--- src/rtl/raw_scoreboard.sv ---
// RAW hazard scoreboard for a 5-stage pipeline: tracks EX/MEM/WB producers, selects
// forwarding sources and raises a one-cycle load-use stall. Optional: RAW_STALL_COUNTER_EN.
module raw_scoreboard #(
    parameter int REG_ADDR_W = 5
) (
    input  logic                  clk,
    input  logic                  rst,
    input  logic                  issue_valid,
    input  logic [REG_ADDR_W-1:0] issue_rd,
    input  logic                  issue_we,
    input  logic                  issue_is_load,
    input  logic [REG_ADDR_W-1:0] rs1,
    input  logic [REG_ADDR_W-1:0] rs2,
    input  logic                  rs1_used,
    input  logic                  rs2_used,
    input  logic                  flush,
    output logic                  stall,
    output logic [1:0]            fwd_a,
    output logic [1:0]            fwd_b
`ifdef RAW_STALL_COUNTER_EN
    ,
    output logic [31:0]           stall_count
`endif
);

    typedef struct packed {
        logic                  valid;
        logic [REG_ADDR_W-1:0] rd;
        logic                  we;
        logic                  is_load;
    } slot_t;

    localparam slot_t SLOT_EMPTY = '{valid: 1'b0, rd: {REG_ADDR_W{1'b0}}, we: 1'b0, is_load: 1'b0};

    slot_t ex_r;
    slot_t mem_r;
    slot_t wb_r;
    slot_t ex_next_s;
    logic  load_use_s;
    logic [1:0] sel_a_s;
    logic [1:0] sel_b_s;

    // x0 is hardwired zero, so it never has a producer worth forwarding
    function automatic logic slot_match(input slot_t s, input logic [REG_ADDR_W-1:0] rs, input logic used);
        return s.valid && s.we && used && (s.rd == rs) && (rs != {REG_ADDR_W{1'b0}});
    endfunction

    // Youngest producer wins: EX before MEM before WB
    function automatic logic [1:0] fwd_select(input slot_t ex, input slot_t mem, input slot_t wb,
                                              input logic [REG_ADDR_W-1:0] rs, input logic used);
        logic [1:0] sel;
        if (slot_match(ex, rs, used)) begin
            sel = 2'b01;
        end else if (slot_match(mem, rs, used)) begin
            sel = 2'b10;
        end else if (slot_match(wb, rs, used)) begin
            sel = 2'b11;
        end else begin
            sel = 2'b00;
        end
        return sel;
    endfunction

    // Hazard detection and operand selection, same cycle as the issue inputs
    always_comb begin
        load_use_s = 1'b0;
        sel_a_s    = fwd_select(ex_r, mem_r, wb_r, rs1, rs1_used);
        sel_b_s    = fwd_select(ex_r, mem_r, wb_r, rs2, rs2_used);
        if (issue_valid && !flush && ex_r.is_load) begin
            load_use_s = slot_match(ex_r, rs1, rs1_used) || slot_match(ex_r, rs2, rs2_used);
        end else begin
            load_use_s = 1'b0;
        end
        stall = load_use_s;
        if (load_use_s) begin
            fwd_a = 2'b00;
            fwd_b = 2'b00;
        end else begin
            fwd_a = sel_a_s;
            fwd_b = sel_b_s;
        end
    end

    // Next EX contents: a stalled or flushed issue leaves a bubble
    always_comb begin
        ex_next_s = SLOT_EMPTY;
        if (issue_valid && !load_use_s && !flush) begin
            ex_next_s = '{valid: 1'b1, rd: issue_rd, we: issue_we, is_load: issue_is_load};
        end else begin
            ex_next_s = SLOT_EMPTY;
        end
    end

    // In-flight slot pipeline
    always_ff @(posedge clk or posedge rst) begin
        if (rst) begin
            ex_r  <= SLOT_EMPTY;
            mem_r <= SLOT_EMPTY;
            wb_r  <= SLOT_EMPTY;
        end else begin
            ex_r  <= ex_next_s;
            mem_r <= ex_r;
            wb_r  <= mem_r;
        end
    end

`ifdef RAW_STALL_COUNTER_EN
    // Saturating count of stalled cycles
    always_ff @(posedge clk or posedge rst) begin
        if (rst) begin
            stall_count <= 32'd0;
        end else if (load_use_s && (stall_count != 32'hFFFF_FFFF)) begin
            stall_count <= stall_count + 32'd1;
        end else begin
            stall_count <= stall_count;
        end
    end
`endif

endmodule

--- config.mk ---
export PLATFORM = sky130hd
export DESIGN_NAME = raw_scoreboard
export DESIGN_NICKNAME = d
export VERILOG_FILES = /design/src/rtl/raw_scoreboard.sv
export SDC_FILE = /design/constraint.sdc
export NUM_CORES = 1
export LEC_CHECK = 0
export ABC_CLOCK_PERIOD_IN_PS = 3100
export CAP_MARGIN = 5
export CORE_MARGIN = 1.5
export CORE_UTILIZATION = 65
export CTS_CLUSTER_DIAMETER = 200
export DETAILED_ROUTE_END_ITERATION = 8
export DONT_BUFFER_PORTS = 1
export PLACE_DENSITY = 0.81
export SYNTH_ARGS = -nofsm -noshare
export SYNTH_HDL_FRONTEND = slang
export SYNTH_SLANG_ARGS = --single-unit
--- constraint.sdc ---
create_clock -name clk -period 3.1 [get_ports clk]
set_input_delay 0.31 -clock clk [delete_from_list [all_inputs] [get_ports clk]]
set_output_delay 0.31 -clock clk [all_outputs]
set_load 0.05 [all_outputs]
# Yosys cells after proc, flatten, opt, wreduce, memory -nomap -nowiden

Cells that the tools add are included.

Bits in registers: 22
Input port bits: 23

Reductions and logical operators: 30
Multiplexer cells: 10
Eq/ne operators: 6

Operators with widths:

| kind              | count |
|---|---|
| $eq 5x5->1        | 6 |
| $logic_and 1x1->1 | 25 |
| $mux 2            | 8 |
| $reduce_bool 5->1 | 2 |
| $mux 8            | 1 |
| $logic_not 1->1   | 2 |
| $logic_or 1x1->1  | 1 |
| $mux 1            | 1 |

# Depth between registers and ports, before layout

Depth in word-level cells: 10
Gate-level depth with buffers: 6

# Worst setup path after synthesis

Ideal clock, no wire load.

Kind: in2out
Start: in rs1[0]
End: out fwd_a[0]
Slack: 0.496 ns
Data required time: 2.790 ns
Cell stages on the path: 6
Data arrival time: 2.294 ns
Cell sequence: or4_1 > o21ai_1 > or4_1 > buf_2 > a21oi_2 > a21oi_1

Elaborated cells on any way between the ends: 16

RTL lines:

| item                | line | text |
|---|---|---|
| start, declared     | 12   | `input logic [REG_ADDR_W-1:0] rs1,` |
| $eq 5x5->1          | 45   | `return s.valid && s.we && used && (s.rd == rs) && (rs != {REG_ADDR_W{1'b0}});` |
| $logic_and 1x1->1   | 45   |  |
| $logic_and 1x1->1 * | 45   |  |
| $logic_or 1x1->1 *  | 70   | `load_use_s = slot_match(ex_r, rs1, rs1_used) \|\| slot_match(ex_r, rs2, rs2_used);` |
| $mux 1 *            | 69   | `if (issue_valid && !flush && ex_r.is_load) begin` |
| net stall           | 17   | `output logic stall,` |
| $mux 2 *            | 75   | `if (load_use_s) begin` |
| end, declared       | 18   | `output logic [1:0] fwd_a,` |

The timed path passes the listed nets; every way through them passes the cells marked *.

# Worst setup path after layout

Start: reg ex_r[2] (netlist bit)
End: out fwd_b[0]

Longest elaborated chain between the ends: 6
Elaborated cells on any way between the ends: 10

Ends and longest elaborated chain:

| item                           | line | text |
|---|---|---|
| start, declared                | 35   | `slot_t ex_r;` |
| start signal, assigned         | 101  | `ex_r <= ex_next_s;` |
| $eq 5x5->1                     | 45   |  |
| $logic_and 1x1->1 (2 in a row) | 45   |  |
| $logic_or 1x1->1               | 70   |  |
| $mux 1                         | 69   |  |
| $mux 2 *                       | 75   |  |
| end, declared                  | 19   | `output logic [1:0] fwd_b` |

Mark *: on every way between the ends. The rest lies on a longest branch, timed or not.

==> results by group <==
Logic synthesis
  • Top FF cell, synth: dfrtp_1
  • Seq/Total Area, Yosys: 50.63%
  • Net Count, Synth: between 100 and 150
  • Seq cells post-synth: 22
  • Synth area leader: dfrtp_1
  • Asr flop ratio synth: between 90% and 100%
  • Synth warnings: 0
  • Post-synth top cells: xnor2_1, dfrtp_1, nand2_1
  • Synth Area per Inst: 10.66 sq um
  • Yosys cell types: 19
  • Post-synth top area share: 50.63%
  • Mapped cell area: 0.001087 sq mm
  • Top post-synthesis cells by area: dfrtp_1, xnor2_1, xor2_1
  • Count leader, synth: xnor2_1
  • Number of flops mapped to enable cells by yosys: 0
  • Post-Syn Instances: 102

STA
  • Final hold slack: 0.006507 ns
  • Worst slew pin tran: 0.7733 ns
  • Hold Vio Cnt, Final: 0
  • Final setup fails: 0
  • Rel. slew slack: 48.39%
  • Setup Skew: 0.01672 ns
  • F_max: 380.3 MHz
  • Final setup margin: approximately 0.47 ns
  • Period minus WS final: approximately 2.6 ns
  • Setup TNS: 0 ns
  • RSZ-0062 raised after global routing: no
  • Fin. max-slew vios: 0
  • Tcrit/Tclk final: 84.82%

Placement
  • Post-Place Setup Slack: roughly 0.8 ns
  • Placed Cells: roughly 120
  • Gp weighted congestion: 0.8567
  • Port Buf Inserts: 0
  • Post-DP HPWL: 1.626 mm

Clock tree
  • CTS clk-pin slew, worst paths: 0.12 ns
  • Clock Latency Late Sink: 0.31 ns
  • # resized after CTS: 0
  • Clock Sinks: 22
  • # Post-CTS Setup Buffers: 0
  • Hold buffers post-CTS: 0
  • Clock Tree Root: clkbuf_4
  • CTS tree: done
  • TritonCTS Buffers: 3
  • H-tree Lvls: 1
  • Clock tree buffer depth: 2

Setup path
  • Buf/Inv on CP: 2
  • Max stage delay cell, worst path: or4_1
  • R2R Path End: ex_r[5]
  • Critical Path Source Type: flop
  • CP peak stage delay: 0.65 ns
  • R2r setup slk: 1.26 ns
  • Most used cell, CP: buf_4
  • Crit-path max FO: 5
  • Crit Path Category: flop to primary output
  • Required time of the critical path: roughly 2.8 ns
  • Critical-path cell list: xnor2_1, nand4_1, or4_1, a21oi_2, buf_4, a21oi_1, buf_4
  • CP delay by family, top: simple AND/OR/NAND/NOR gates
  • R2r worst-path depth: 5
  • CP endpoint kind: primary output
  • Reg-to-Reg Start: ex_r[2]
  • Crit path DAT: 2.32 ns

Finish
  • Reg area: 550.5 sq um
  • Final nets: 131
  • Fillers: 124
  • Area Overhead vs Synth: 6.674%
  • Area of the multi-input gates: 519.2 sq um
  • Non-Filler Instances: between 100 and 150
  • Final core utilization: 75.24%
  • Antenna diodes: 0
  • Layout cells sized above 1: 10.28%

Die
  • Die ar.: approximately 0.0019 sq mm
  • Num rows: 14
  • Die H: 43.90 um
  • Initial core utilization: 70.54%
  • Placeable Area: 0.001541 sq mm
  • Die W: 43.90 um
  • IO Count: 28

Outcome
  • Status: finished clean

Detailed routing
  • Routed WL per cell: 16.15 um
  • 1st-iter DRT viols: 5
  • Vias per cell: between 5 and 6
  • Drt pass-1 iters: 2
  • Vias: 723
  • DRC: 0
  • Detail Route Antenna Nets: 0
  • Drt total wl: slightly below 2 mm

GRT
  • Gr usage total: 25.18%
  • Vias in the first global route: between 700 and 800
  • Largest net degree at the start of global routing: 23
  • First-pass GRT wire length: ~3.4 mm
  • Initial antenna violation count: 0
  • Gr ovfl total: 0

Power and ir drop
  • VDD IR max: 0.4375 mV
  • PwrDens: 440.4 mW/mm^2
  • Leakage: around 0.00048 uW

Run
  • Max-cap violations: 0

Worst hold path
  • Min-delay worst type: primary input to async pin
-- cell families after synthesis --
family	Yosys count	share of synthesized area, %
and+or+nand+nor	38	17.72
AOI/OAI and AO/OA	8	5.869
DFF	22	50.63
xor gates and xnor gates	30	24.17
buffers and inverters	4	1.610
-- placed cells by master (no fill, tap or decap) --
master	n
xnor2_1	24
dfrtp_1	22
nand2_1	11
nor2_1	9
nand4_1	6
xor2_1	6
or4_1	4
nor4_1	4
buf_4	4
clkbuf_4	3
o21ai_1	2
nor2b_1	2
nand2b_1	2
a21oi_1	2
a21oi_2	1
a21boi_4	1
o221a_2	1
o21ai_0	1
inv_1	1
clkbuf_8	1
-- flip-flops by register name, indices dropped and copies added (netlist names) --
signal / count
mem_r: 7
wb_r: 7
ex_r: 8
-- worst register-to-register path, stage by stage, from the launching register on --
cell	delay, ns
dfrtp_1	0.43
xnor2_1	0.18
nand4_1	0.08
or4_1	0.65
a21boi_4	0.29
nor2_1	0.09
-- per-layer routing --
metal / vias to the layer above / routed length [um] / part of all wire (%) / global-route usage [%]
met3: 5 / 138 / 6.9 / 5.000
li1: 355 / - / - / -
met1: 333 / 829 / 42 / 31.94
met5: - / 0 / 0 / 0
met4: 0 / 46 / 2.3 / 13.94
met2: 30 / 971 / 49 / 40.29
-- worst max-delay path by stage --
stage,cells past startpoint,slack [ns],start,end
after global routing,7,0.35,ex_r[6],fwd_a[0]
final,7,0.47,ex_r[2],fwd_b[0]
after CTS,7,0.46,ex_r[2],fwd_b[0]
after global placement,7,0.83,rs1[0],fwd_b[0]
after floorplan,6,0.50,rs1[0],fwd_a[0]
after detailed placement,7,0.80,rs1[0],fwd_b[0]
-- power by group --
| part | internal (uW) | switching (uW) | total, uW |
|---|---|---|---|
| sequential | 298 | 9.72 | 308 |
| clock | 71.8 | 84.2 | 156 |
| combinational | 25.7 | 21.1 | 46.8 |
-- final cells by class --
class                           count  area share, %
Clock buffer                        4          3.128
Inverter                            1         0.3236
Multi-Input combinational cell     76          44.77
Sequential cell                    22          47.47
Tap cell                           16          1.726
Timing Repair Buffer                4          2.589
-- metrics by stage --
step | total power (uW) | cell area [sq um]
final | 510.7 | 1160
after global routing | 534.5 | 1160
after CTS | 516.0 | 1160
after detailed placement | 361.4 | 1124
after global placement | 360.0 | 1124
after floorplan | 352.8 | 1087
Power figures use the tool's default switching activity.
